<file path="src/rtl/tetromino_bag_scheduler_if.sv">
// Consumer-facing bundle of the tetromino bag scheduler: random input,
// game control, pop request and the head/preview/bag status outputs.
interface tetromino_bag_scheduler_if #(
  parameter int PREVIEW_DEPTH = 3
);
  logic [2:0]                 rand_bits;
  logic                       new_game;
  logic                       piece_req;
  logic                       piece_valid;
  logic [2:0]                 piece_out;
  logic [3*PREVIEW_DEPTH-1:0] preview;
  logic [2:0]                 bag_remaining;

  modport master (
    output rand_bits, new_game, piece_req,
    input  piece_valid, piece_out, preview, bag_remaining
  );

  modport slave (
    input  rand_bits, new_game, piece_req,
    output piece_valid, piece_out, preview, bag_remaining
  );
endinterface

</file>
<file path="src/rtl/tetromino_bag_scheduler.sv">
// 7-bag tetromino scheduler: draws random pieces without repetition inside a
// bag, falls back to the lowest unused piece after MAX_REJECT consecutive
// rejected draws, and keeps a head + PREVIEW_DEPTH preview FIFO.
module tetromino_bag_scheduler #(
  parameter int PREVIEW_DEPTH = 3,
  parameter int MAX_REJECT    = 15
) (
  input logic                     clk,
  input logic                     rst_l,
  tetromino_bag_scheduler_if.slave bus
);
  localparam int D  = PREVIEW_DEPTH + 1;
  localparam int CW = $clog2(D + 1);
  localparam int RW = $clog2(MAX_REJECT + 1);
  localparam logic [CW-1:0] DEPTH_C  = CW'(D);
  localparam logic [RW-1:0] MAXREJ_C = RW'(MAX_REJECT);

  logic [2:0]    fifo_q [D];
  logic [2:0]    fifo_d [D];
  logic [CW-1:0] count_q, count_d;
  logic [6:0]    used_q, used_d;
  logic [RW-1:0] rej_q, rej_d;

  logic          pop_s, draw_s, accept_s;
  logic [2:0]    pick_s;
  logic [6:0]    used_set_s;
  logic [7:0]    used_ext_s;
  logic [CW-1:0] tail_s;

  // Lowest-numbered piece whose used bit is still clear (0 if none).
  function automatic logic [2:0] lowest_unused(input logic [6:0] used);
    logic [2:0] p;
    p = 3'd0;
    for (int k = 6; k >= 0; k--) begin
      if (!used[k]) p = 3'(k + 1);
    end
    return p;
  endfunction

  // Number of set bits in the used mask.
  function automatic logic [2:0] popcount7(input logic [6:0] v);
    logic [2:0] c;
    c = 3'd0;
    for (int k = 0; k < 7; k++) c = c + {2'b00, v[k]};
    return c;
  endfunction

  // Draw decision, FIFO shift/append and next bag/reject state.
  always_comb begin
    pop_s      = bus.piece_req && (count_q != '0);
    draw_s     = (count_q < DEPTH_C) || pop_s;
    // Bit 0 stands in for "piece 0", which is never acceptable.
    used_ext_s = {used_q, 1'b1};
    pick_s     = 3'd0;
    accept_s   = 1'b0;
    if (rej_q == MAXREJ_C) begin
      pick_s   = lowest_unused(used_q);
      accept_s = draw_s;
    end else if (!used_ext_s[bus.rand_bits]) begin
      pick_s   = bus.rand_bits;
      accept_s = draw_s;
    end else begin
      pick_s   = 3'd0;
      accept_s = 1'b0;
    end

    used_set_s = used_q;
    for (int k = 0; k < 7; k++) begin
      if (pick_s == 3'(k + 1)) used_set_s[k] = 1'b1;
    end

    for (int i = 0; i < D; i++) fifo_d[i] = fifo_q[i];
    if (pop_s) begin
      for (int i = 0; i < D - 1; i++) fifo_d[i] = fifo_q[i + 1];
      fifo_d[D-1] = 3'd0;
      tail_s      = count_q - CW'(1);
    end else begin
      tail_s      = count_q;
    end
    if (accept_s) begin
      for (int i = 0; i < D; i++) begin
        if (CW'(i) == tail_s) fifo_d[i] = pick_s;
      end
    end

    if (pop_s && !accept_s) begin
      count_d = count_q - CW'(1);
    end else if (accept_s && !pop_s) begin
      count_d = count_q + CW'(1);
    end else begin
      count_d = count_q;
    end

    if (accept_s) begin
      rej_d  = '0;
      // A completed bag rolls straight over to an empty mask.
      used_d = (used_set_s == 7'h7F) ? 7'h00 : used_set_s;
    end else if (draw_s) begin
      rej_d  = rej_q + RW'(1);
      used_d = used_q;
    end else begin
      rej_d  = rej_q;
      used_d = used_q;
    end

    if (bus.new_game) begin
      for (int i = 0; i < D; i++) fifo_d[i] = 3'd0;
      count_d = '0;
      used_d  = 7'h00;
      rej_d   = '0;
    end
  end

  // State registers with asynchronous active-low reset.
  always_ff @(posedge clk or negedge rst_l) begin
    if (!rst_l) begin
      for (int i = 0; i < D; i++) fifo_q[i] <= 3'd0;
      count_q <= '0;
      used_q  <= 7'h00;
      rej_q   <= '0;
    end else begin
      for (int i = 0; i < D; i++) fifo_q[i] <= fifo_d[i];
      count_q <= count_d;
      used_q  <= used_d;
      rej_q   <= rej_d;
    end
  end

  // Head, preview and bag status decoded from registered state.
  always_comb begin
    bus.piece_valid   = (count_q != '0);
    bus.piece_out     = (count_q != '0) ? fifo_q[0] : 3'd0;
    bus.bag_remaining = 3'd7 - popcount7(used_q);
    bus.preview       = '0;
    for (int i = 1; i < D; i++) begin
      if (CW'(i) < count_q) bus.preview[3*(i-1) +: 3] = fifo_q[i];
      else                  bus.preview[3*(i-1) +: 3] = 3'd0;
    end
  end
endmodule
</file>
<file path="src/flat_wrapper.sv">
// flat-port wrapper written by rule: the top's interface ports become plain ports
module tetromino_bag_scheduler_flat 
#(
  parameter int PREVIEW_DEPTH = 3,
  parameter int MAX_REJECT    = 15
)
  (clk, rst_l, bus_rand_bits, bus_new_game, bus_piece_req, bus_piece_valid, bus_piece_out, bus_preview, bus_bag_remaining);
  tetromino_bag_scheduler_if #(.PREVIEW_DEPTH(PREVIEW_DEPTH)) bus_i ();
  input logic clk;
  input logic rst_l;
  input wire logic [$bits(bus_i.rand_bits)-1:0] bus_rand_bits;
  input wire logic [$bits(bus_i.new_game)-1:0] bus_new_game;
  input wire logic [$bits(bus_i.piece_req)-1:0] bus_piece_req;
  output wire logic [$bits(bus_i.piece_valid)-1:0] bus_piece_valid;
  output wire logic [$bits(bus_i.piece_out)-1:0] bus_piece_out;
  output wire logic [$bits(bus_i.preview)-1:0] bus_preview;
  output wire logic [$bits(bus_i.bag_remaining)-1:0] bus_bag_remaining;
  assign bus_i.rand_bits = bus_rand_bits;
  assign bus_i.new_game = bus_new_game;
  assign bus_i.piece_req = bus_piece_req;
  assign bus_piece_valid = bus_i.piece_valid;
  assign bus_piece_out = bus_i.piece_out;
  assign bus_preview = bus_i.preview;
  assign bus_bag_remaining = bus_i.bag_remaining;
  tetromino_bag_scheduler #(.PREVIEW_DEPTH(PREVIEW_DEPTH), .MAX_REJECT(MAX_REJECT)) u_core (.clk(clk), .rst_l(rst_l), .bus(bus_i));
endmodule
</file>
<file path="config.mk">
export PLATFORM = sky130hd
export DESIGN_NAME = tetromino_bag_scheduler_flat
export DESIGN_NICKNAME = d
export VERILOG_FILES = /design/src/rtl/tetromino_bag_scheduler_if.sv /design/src/rtl/tetromino_bag_scheduler.sv /design/src/flat_wrapper.sv
export SDC_FILE = /design/constraint.sdc
export NUM_CORES = 1
export LEC_CHECK = 0
export BUFFER_PORTS_ARGS = -buffer_cell sky130_fd_sc_hd__buf_2
export CAP_MARGIN = 10
export CORE_UTILIZATION = 23
export CTS_CLUSTER_DIAMETER = 60
export DETAILED_ROUTE_END_ITERATION = 10
export HOLD_SLACK_MARGIN = 0.03
export PLACE_DENSITY_LB_ADDON = 0.15
export SLEW_MARGIN = 0
export SYNTH_ARGS = -nofsm -noshare
export SYNTH_HDL_FRONTEND = slang
export SYNTH_SLANG_ARGS = --single-unit
</file>
<file path="constraint.sdc">
create_clock -name clk -period 4.3 [get_ports clk]
set_clock_uncertainty 0.2 [all_clocks]
set_input_delay 0.215 -clock clk [delete_from_list [all_inputs] [get_ports clk]]
set_output_delay 0.215 -clock clk [all_outputs]
set_load 0.005 [all_outputs]
</file>
# Word level (Yosys, flattened, before mapping)
# Index checks and enable logic that the tools add are counted.
# Widths: inputs -> output; s select.
[totals]
register_bits = 26
input_bits = 7
output_inout_bits = 16
[op_classes]
addsub = 10
magnitude_cmp = 5
n_eq_ne = 12
n_mux = 41
n_reduce_logical = 11
[ops]
columns = ["cell", "n"]
rows = [
  ["$mux 3", 21],
  ["$mux 12", 3],
  ["$mux 7", 3],
  ["$add 3x1->3", 5],
  ["$eq 3x3->1 const B", 4],
  ["$mux 4", 3],
  ["$mux 1", 10],
  ["$reduce_bool 3->1", 3],
  ["$eq 7x7->1 const B", 1],
  ["$eq 2x3->1 const A", 2],
  ["$eq 3x2->1 const B", 2],
  ["$lt 2x3->1 const A", 2],
  ["$add 4x1->4 const B", 1],
  ["$eq 4x4->1 const B", 1],
  ["$lt 3x4->1 const B", 1],
  ["$add 3x1->3 const B", 1],
  ["$bmux 1 s3", 1],
  ["$eq 1x3->1 const A", 1],
  ["$eq 3x1->1 const B", 1],
  ["$logic_and 1x1->1", 3],
  ["$logic_not 3->1", 1],
  ["$lt 1x3->1 const A", 1],
  ["$lt 3x3->1 const B", 1],
  ["$sub 3x1->3 const B", 1],
  ["other kinds (5)", 6],
]

# Longest topological paths before layout
[logic_depth]
ltp_word = 14
mapped_depth = 10
depth_no_buf = 8

# Least setup slack after synthesis
# OpenSTA, ideal clock, no wires.
[synth_timing]
path_type = "register to output"
start = "register u_core.used_q[4]"
end = "output bus_bag_remaining[2]"
arrival_time_ps = 2169
path_slack_ps = 1716
path_stages_with_launch = 9
cell_sequence = "dfrtp_1 -> fa_1 -> ha_1 -> inv_1 -> fa_1 -> inv_1 -> ha_1 -> xnor2_1 -> xnor2_1"
[synth_between]
elab_chain_len = 4
[synth_rtl]
columns = ["item", "line", "rtl"]
rows = [
  ["start, declared", "tetromino_bag_scheduler.sv:21", "logic [6:0] used_q, used_d;"],
  ["start signal, assigned", "tetromino_bag_scheduler.sv:124", "used_q <= used_d;"],
  ["$add 3x1->3 (3 in series)", "tetromino_bag_scheduler.sv:44", "for (int k = 0; k < 7; k++) c = c + {2'b00, v[k]};"],
  ["$sub 3x3->3", "tetromino_bag_scheduler.sv:133", "bus.bag_remaining = 3'd7 - popcount7(used_q);"],
  ["end, declared", "flat_wrapper.sv:17", "output wire logic [$bits(bus_i.bag_remaining)-1:0] bus_bag_remaining;"],
]
# No other way between the ends.

# Worst setup path after layout
[layout_timing]
start = "register u_core.used_q[5]"
end = "output bus_bag_remaining[2]"
[layout_between]
elab_chain_len = 3
[layout_rtl]
columns = ["item", "line"]
rows = [
  ["$add 3x1->3 (2 in series)", "tetromino_bag_scheduler.sv:44"],
  ["$sub 3x3->3", "tetromino_bag_scheduler.sv:133"],
]
# No other way between the ends.

==> results_dict.tcl <==
set metrics [dict create \
    crit_path_start_kind "register" \
    grt_setup_unrepaired "no" \
    grt_max_degree 27 \
    antennaDiodeCount 0 \
    synth_top_area_frac 0.2968 \
    grt-ovfl-total 0 \
    dr.pass1.iters 4 \
    wire_per_inst_um 15.48 \
    ys.warnings.count 0 \
    min_delay_path_depth 3 \
    antenna_found_initial 0 \
    cp.required_ps 3880 \
    hold_class "input pin to register" \
    wirelength_um 6039 \
    vias_per_cell 4.903 \
    power_density_nw_per_um2 445.6 \
    io_pins 23 \
    report.final.slew_viol_count 0 \
    post_cts_resized 0 \
    critPathMaxFanout 9 \
    whs_endpoint "u_core.fifo_q[8]" \
    die_w_um 99.63 \
    timing.rr.end "u_core.fifo_q[1]" \
    cts.clk_slew.worst_paths_ps 100 \
    synth_cells 248 \
    chipHeight_um 99.63 \
    worstSetupEndpointType "output pin" \
    layout_commonest_cell "dfrtp_1" \
    run_status "complete, no violations" \
    synth.cell_area_um2 2192 \
    tns_ps 0 \
    numPortBuffers 22 \
    vdd_drop_max_mv 0.1964 \
    power_mw 1.105 \
    pre_cts_ws_ps 1272 \
    rows 35 \
    finalCriticalPeriod_ps 3132 \
    cts_hold_buffers 1 \
    clock_path_buffers 2 \
    cts.sink_count 26 \
    initial_core_util 0.2372 \
    numPlacedInstances 385 \
    final_cell_mix "dfrtp_1 (26), buf_2 (22), a211oi_1 (20)" \
    relSlewSlack 0.5684 \
    cap_violations 0 \
    ys_seq_area_frac 0.2968 \
    clock-root-buffer "clkbuf_8" \
    grt_pass1_vias 1816 \
    whs_ps 189.1 \
    grtUsageTotal 0.1293 \
    grt_pass1_wl_um 10180 \
    synth_cell_type_count 62 \
    cts_buffers 3 \
    p_leak_nw 1.053 \
    drt_iter0_drc 91 \
    cts_setup_buffers 0 \
    die-area_um2 9925 \
    setup_ws_ps 1168 \
    ys.flop_type "dfrtp_1" \
    hold_viol 0 \
    r2r_cells 8 \
    tritoncts "done" \
    tightest_slew_ps 647.3 \
    fin_cells 390 \
    setup_viol_count_final 0 \
    ant_nets 0 \
    place.gp.congestion 0.7808 \
    finalCritPeriodShare 0.7283 \
    synth_area_leaders "dfrtp_1 (30%), a211oi_1 (6.8%), ha_1 (6.3%)" \
    syn2layout_area_growth_pct 13.13 \
    drive_gt1_frac 0.1686 \
    cts_max_level 1 \
    arrival_ps 2720 \
    yosys.area.top_type "dfrtp_1" \
    drc 0 \
    rrSetupSlack_ps 1210 \
    vias 1912 \
    r2r_start "u_core.count_q[0]" \
    core_area_um2 9240 \
    synth_nets 268 \
    nets 282 \
    synth_area_per_cell_um2 8.839 \
    ys_ff_latch 26 \
    async_flop_share 1.000 \
    worstSkewPairLatency_ps 280 \
    post-dp-hpwl_um 4355 \
    synth_edf_count 0 \
    timing.fmax_ghz 0.3193 \
    worstSetupPathType "register to output pin" \
    worstHoldStart "bus_piece_req" \
]
==> cell families after synthesis <==
group / Yosys count / share of synthesized area
AO/OA/AOI/OAI: 75 / 0.2557
multiplexers: 14 / 0.07020
buffers and inverters: 25 / 0.04852
XOR/XNOR: 3 / 0.01199
flip-flops: 26 / 0.2968
AND/OR/NAND/NOR: 91 / 0.2312
adder cells (fa/ha/maj): 14 / 0.08562
==> layout make-up <==
type | instances | area, µm²
Tap cell | 129 | 161.4
Multi-Input combinational cell | 197 | 1435
Clock inverter | 1 | 30.03
Timing Repair Buffer | 23 | 120.1
Sequential cell | 26 | 650.6
Clock buffer | 3 | 41.29
Fill cell | 1026 | 6760
Inverter | 11 | 41.29
==> critical path, cell delays in order, from the launching register on <==
cell     delay, ps
dfrtp_1        530
fa_1           560
ha_1           130
inv_1           50
fa_1           500
inv_1           40
ha_1           190
xnor2_1        170
xnor2_1        130
buf_2          120
==> power by group <==
part	internal (mW)	switching, mW	total [mW]
registers	0.292	0.0752	0.367
clock network	0.125	0.0853	0.210
logic	0.210	0.318	0.528
total	0.626	0.479	1.11
==> per-layer routing <==
metal  share of wire  track usage  vias up
li1                -            -      957
met1            0.50       0.1912      940
met2            0.48       0.2030       13
met3           0.015      0.02178        2
met4          0.0051      0.01357        0
met5               0            0        -
==> synth_stat cells, drive strengths merged (2+ instances only) <==
cell type,count
inv,11
a21oi,15
nand4,4
nand2b,4
o2bb2ai,2
a31oi,10
o32ai,2
a211oi,20
o21ai,4
and3,7
nand3,10
dfrtp,26
nor2b,10
fa,2
mux2i,9
o31ai,2
nor4b,2
buf,4
and2,8
or3,4
nor2,18
a21boi,2
clkbuf,10
a311oi,2
nand2,15
o21a,2
ha,11
xnor2,3
nor3,5
mux2,5
==> registers in the layout (all words and copies together) (netlist names) <==
signal	count
u_core.fifo_q	12
u_core.rej_q	4
u_core.count_q	3
u_core.used_q	7
==> worst max path at each step <==
| stage | from | to | slack, ps | cells past startpoint |
|---|---|---|---|---|
| 4_1_cts | u_core.used_q[5] | bus_bag_remaining[2] | 1130 | 9 |
| 3_3_place_gp | u_core.count_q[0] | u_core.fifo_q[9] | 1360 | 8 |
| 6_report | u_core.used_q[5] | bus_bag_remaining[2] | 1170 | 9 |
| 3_5_place_dp | u_core.count_q[0] | u_core.fifo_q[10] | 1270 | 8 |
| 5_1_grt | u_core.count_q[0] | u_core.fifo_q[10] | 860 | 8 |
| 2_1_floorplan | u_core.used_q[4] | bus_bag_remaining[2] | 1720 | 8 |
==> metrics by stage <==
step	util	area (µm²)
after global placement	0.2596	2399
after detailed placement	0.2596	2399
final	0.2684	2480
after floorplan	-	2192
after CTS	0.2684	2480
after global routing	0.2684	2480
Power figures use the tool's default switching activity.
